<file path="config.mk">
export PLATFORM = sky130hd
export DESIGN_NAME = dense_argmax
export DESIGN_NICKNAME = d
export VERILOG_FILES = /design/src/rtl/dense_argmax.sv
export SDC_FILE = /design/constraint.sdc
export NUM_CORES = 1
export LEC_CHECK = 0
export BUFFER_PORTS_ARGS = -buffer_cell sky130_fd_sc_hd__buf_2
export CELL_PAD_IN_SITES_DETAIL_PLACEMENT = 1
export CELL_PAD_IN_SITES_GLOBAL_PLACEMENT = 2
export CORE_MARGIN = 2
export CORE_UTILIZATION = 35
export CTS_BUF_LIST = sky130_fd_sc_hd__clkbuf_8
export CTS_CLUSTER_SIZE = 28
export DETAILED_ROUTE_END_ITERATION = 6
export GPL_TIMING_DRIVEN = 1
export PLACE_DENSITY_LB_ADDON = 0.1
export SLEW_MARGIN = 10
export SYNTH_ARGS = -nofsm -noshare
export SYNTH_HDL_FRONTEND = slang
export SYNTH_SLANG_ARGS = --single-unit
</file>
<file path="constraint.sdc">
create_clock -name clk -period 4.5 [get_ports clk]
set_clock_uncertainty 0.15 [all_clocks]
set_input_delay 0.225 -clock clk [delete_from_list [all_inputs] [get_ports clk]]
set_output_delay 0.225 -clock clk [all_outputs]
set_load 0.02 [all_outputs]
</file>
<file path="src/rtl/dense_argmax.sv">
// dense_argmax
//   Captures OUT_COUNT signed scores written by the dense stage, scans them
//   for the maximum on a start pulse, and presents the winning class index
//   and score on a valid/ready handshake.
//
// Ports:
//   clk        rising-edge clock
//   rst        asynchronous active-low reset
//   wrEn       score write strobe (accepted only while idle)
//   wrAdr      score index being written (indices >= OUT_COUNT are dropped)
//   wrData     signed score
//   start      one-cycle pulse that launches a scan (ignored unless idle)
//   busy       high while scanning or holding a result
//   outValid   result valid
//   outReady   consumer accepts the result
//   classIdx   index of the maximum score (lowest index wins ties)
//   classScore maximum score value
module dense_argmax #(
   parameter int OUT_COUNT = 10,
   parameter int DATA_SIZE = 32,
   localparam int IW = (OUT_COUNT > 1) ? $clog2(OUT_COUNT) : 1
) (
   input  logic                        clk,
   input  logic                        rst,
   input  logic                        wrEn,
   input  logic [IW-1:0]               wrAdr,
   input  logic signed [DATA_SIZE-1:0] wrData,
   input  logic                        start,
   output logic                        busy,
   output logic                        outValid,
   input  logic                        outReady,
   output logic [IW-1:0]               classIdx,
   output logic signed [DATA_SIZE-1:0] classScore
);

   localparam logic [IW:0]   COUNT = (IW + 1)'(OUT_COUNT);
   localparam logic [IW-1:0] LAST  = IW'(OUT_COUNT - 1);

   typedef enum logic [1:0] {IDLE, SCAN, OUT} stateT;

   stateT                       state;
   stateT                       nextState;
   logic signed [DATA_SIZE-1:0] scoreBuf [OUT_COUNT];
   logic [IW-1:0]               scanIdx;
   logic [IW-1:0]               bestIdx;
   logic signed [DATA_SIZE-1:0] bestVal;
   logic                        wrHit;

   always_comb begin
      wrHit = wrEn && ({1'b0, wrAdr} < COUNT);
   end

   always_ff @(posedge clk or negedge rst) begin
      if (!rst) begin
         state <= IDLE;
      end else begin
         state <= nextState;
      end
   end

   always_comb begin
      nextState = state;
      busy      = 1'b0;
      outValid  = 1'b0;
      case (state)
         IDLE: begin
            if (start) begin
               nextState = (OUT_COUNT == 1) ? OUT : SCAN;
            end
         end
         SCAN: begin
            busy = 1'b1;
            if (scanIdx == LAST) begin
               nextState = OUT;
            end
         end
         OUT: begin
            busy     = 1'b1;
            outValid = 1'b1;
            if (outReady) begin
               nextState = IDLE;
            end
         end
         default: nextState = IDLE;
      endcase
   end

   always_ff @(posedge clk or negedge rst) begin
      if (!rst) begin
         for (int unsigned i = 0; i < OUT_COUNT; i++) begin
            scoreBuf[i] <= '0;
         end
         scanIdx <= '0;
         bestIdx <= '0;
         bestVal <= '0;
      end else begin
         case (state)
            IDLE: begin
               if (wrHit) begin
                  scoreBuf[wrAdr] <= wrData;
               end
               if (start) begin
                  bestIdx <= '0;
                  // A same-cycle write to entry 0 must seed the scan, since
                  // scoreBuf[0] only updates on this very edge.
                  bestVal <= (wrHit && (wrAdr == '0)) ? wrData : scoreBuf[0];
                  scanIdx <= IW'(1);
               end
            end
            SCAN: begin
               if (scoreBuf[scanIdx] > bestVal) begin
                  bestIdx <= scanIdx;
                  bestVal <= scoreBuf[scanIdx];
               end
               if (scanIdx != LAST) begin
                  scanIdx <= scanIdx + IW'(1);
               end
            end
            default: ;
         endcase
      end
   end

   always_comb begin
      classIdx   = bestIdx;
      classScore = bestVal;
   end

endmodule

</file>
==> qor.txt <==
outcome -> completed
Yosys Warn Count -> 0
met3 Use GR -> 0.03312
Synth top area share -> 0.5104
synthesized-area fraction occupied by adder cells -> 0.02679
Seq cells post-synth -> 362
pwr dens -> 783.3 nW/um2
largest net degree at the start of global routing -> 111
clk sinks -> 362
cells on worst reg2reg path -> 13
Vias -> 11300
placed inst area -> 19170 um2
slowest stage delay, CP -> 0.51 ns
Worst Hold End -> scanIdx[3]$_DFFE_PN0P_
Final period util -> 0.9597
mux share of post-synthesis cell area -> 0.3407
CP Class -> flip-flop to flip-flop
final hold vios -> 0
die height -> 229.2 um
top cells by count, synth -> dfrtp_1 (362), mux2_2 (349), clkbuf_1 (87), a21oi_1 (82), mux4_2 (64)
final core utilization -> 0.4199
r2r endpoint -> classScore[1]$_DFFE_PN0P_
number of synthesized flops with an enable pin -> 0
Total GRT Usage -> 0.2012
measured slew at the worst slew-check pin -> 0.9872 ns
RePlAce Congestion -> 0.6957
Critical Path Fanout Max -> 14
Data arrival, critical path -> 4.72 ns
CTS tree -> done
max_slew headroom -> 0.3384
top-count cell post-synth -> dfrtp_1
CORE AREA -> 50070 um2
Max Cap Violations -> 0
highest clock rate -> 231.5 MHz
syn avg cell area -> 13.60 um2
Die Area -> 52530 um2
row count -> 82
GR peak layer -> met2
first-pass GRT wire length -> 79530 um
synth top area cells -> dfrtp_1 (51%), mux2_2 (22%), mux4_2 (8.1%)
gr ovfl total -> 0
Startpoint Class -> flip-flop
Seq/Total Area, Yosys -> 0.5104
CTS root buffer -> clkbuf_8
largest area contributor in the netlist -> dfrtp_1
placed wire-length estimate -> 30640 um
grt met1 use -> 0.2858
Port Buffer Count -> 78
post-synth cell types -> 47
count of pins over their slew limit -> 0
Die W -> 229.2 um
WL final -> 51880 um
post-synth net total -> 1384
Cells after Synth -> 1305
Detailed Route Iter0 Violations -> 475
final non-filler cell total -> 2159
Starting Density -> 0.3545
Slowest cell on crit path -> mux4_2
CTS H-tree lvls -> 3
Worst setup EP type -> flip-flop
worst hold path class -> primary input to flip-flop
Top-Level Pins -> 79
share of layout cells above drive strength 1 -> 0.4525
crit-path cells -> buf_16, mux4_2, a221oi_1, a21oi_1, ha_1, nand4_1, nor2_1, a221o_1, a211o_1, or3b_4, o211ai_4, buf_8, mux2i_1
Hold Crit Depth -> 5
initial antenna violation count -> 2
fillers -> 5207
Pleak -> 9.470 nW
vias in the first global route -> 12470
clk slew on worst S/H paths -> 0.06 ns
final instance area -> 21020 um2
RSZ-0062 raised after global routing -> no
nets -> 1510
worst path buffer plus inverter count -> 2
DRT Pass-1 Iters -> 4
Post-Syn Area -> 17750 um2
Async SR Flop Fraction -> 1.000
Worst VDD drop -> 0.4223 mV
Reg2Reg Setup Slack -> 0.18 ns
cell class contributing the biggest share of worst-path delay -> compound AO/OA/AOI/OAI gates
deepest clock path buffer count -> 3
Synth Area in Compound Gates -> 0.05153
Area Growth Syn to Fin -> 18.45%
Clock Latency Late Sink -> 0.64 ns
setup_tns -> 0 ns
Worst Path Required -> 4.90 ns
antenna violation net count after detailed routing -> 0
post-layout min period -> 4.319 ns
xor-xnor portion of the synthesized cell area -> 0
Synth Area in Simple Gates -> 0.03243
Final Total Pwr -> 16.47 mW
DR DRC count -> 0
largest family of logic cells by synthesized area -> multiplexers
CTS Buf Count -> 70
Routed WL per cell -> 24.03 um
most frequently used flop master after synthesis -> dfrtp_1
dpl cells -> 1991
Final setup viols -> 0
RR Startpoint -> scanIdx[0]$_DFFE_PN0P_
start point of the worst hold path -> start
grt met2 use -> 0.3154
post-DR vias/cell -> 5.235
worst register-to-register path, cell delays in order, from the launching register on:
cell and delay (ns):
dfrtp_4 0.48, buf_16 0.20, mux4_2 0.53, a221oi_1 0.31
a21oi_1 0.11, ha_1 0.37, nand4_1 0.22, nor2_1 0.08
a221o_1 0.32, a211o_1 0.35, or3b_4 0.47, o211ai_4 0.19
buf_8 0.24, mux2i_1 0.22
metrics by stage:
step,worst slack [ns],hold WS (ns)
after floorplan,0.1903,-0.2206
after global placement,-0.02976,0.2326
after detailed placement,-0.05135,0.2390
after CTS,0.03066,0.05986
after global routing,0.04030,0.1302
final,0.1812,0.06758
worst max path at each step:
stage	endpoint	slack, ns	cells after the start	startpoint
3_3_place_gp	classScore[13]$_DFFE_PN0P_	-0.03	14	scanIdx[0]$_DFFE_PN0P_
6_report	classScore[1]$_DFFE_PN0P_	0.18	13	scanIdx[0]$_DFFE_PN0P_
3_5_place_dp	classScore[8]$_DFFE_PN0P_	-0.05	14	scanIdx[0]$_DFFE_PN0P_
4_1_cts	classScore[18]$_DFFE_PN0P_	0.03	15	scanIdx[0]$_DFFE_PN0P_
2_1_floorplan	classScore[0]$_DFFE_PN0P_	0.19	15	scanIdx[0]$_DFFE_PN0P_
5_1_grt	classScore[29]$_DFFE_PN0P_	0.04	13	scanIdx[0]$_DFFE_PN0P_
metal layers:
| metal | routed length [um] | share of wire |
|---|---|---|
| met1 | 25260 | 0.49 |
| met3 | 1543 | 0.030 |
| met2 | 24300 | 0.47 |
| met4 | 779 | 0.015 |
| met5 | 0 | 0 |
registers in the layout, indices dropped and copies added (netlist names):
signal / count
scoreBuf: 320
classScore: 32
classIdx: 4
scanIdx: 4
state: 2
layout make-up:
class / count / area [um2] / share of cell area
Tap cell: 672 / 840.8 / 0.03999
Clock buffer: 90 / 1239 / 0.05892
Clock inverter: 36 / 155.1 / 0.007380
Inverter: 40 / 150.1 / 0.007142
Antenna cell: 2 / 5.005 / 0.0002381
Sequential cell: 362 / 9067 / 0.4313
Multi-Input combinational cell: 785 / 8113 / 0.3859
Timing Repair Buffer: 172 / 1454 / 0.06915
repair_timing:
| action | in CTS | in global routing |
|---|---|---|
| buffers inserted | 0 | 4 |
| hold buffers | 34 | 0 |
| setup endpoints to repair | 15 | 36 |
| pin swaps | 0 | 2 |
| gates cloned | 0 | 2 |
| endpoints found under the hold margin | 448 | 0 |
| resized for setup | 2 | 6 |
cells by family after synthesis:
| family | after synthesis |
|---|---|
| adders and majority gates | 38 |
| buffers and inverters | 158 |
| and+or+nand+nor | 124 |
| AOI/OAI and AO/OA | 143 |
| DFF | 362 |
| muxes | 480 |
power breakdown:
part / switching, mW / internal, mW / total (mW)
Sequential: 0.881 / 4.82 / 5.70
Clock: 1.46 / 1.79 / 3.24
Combinational: 3.61 / 3.91 / 7.52
placed cells by master (no fill, tap or decap), types with 9 or more instances in the layout:
cell and count:
a21oi_1 82, mux4_2 64, buf_12 16, buf_4 40, ha_1 37, dfrtp_1 359
nand3_1 9, nor2_1 33, mux2i_1 63, inv_1 67, mux2_2 349, buf_2 77
a221oi_1 33, dlygate4sd3_1 34, nand2_1 46, clkbuf_8 90
Power figures use the tool's default switching activity.
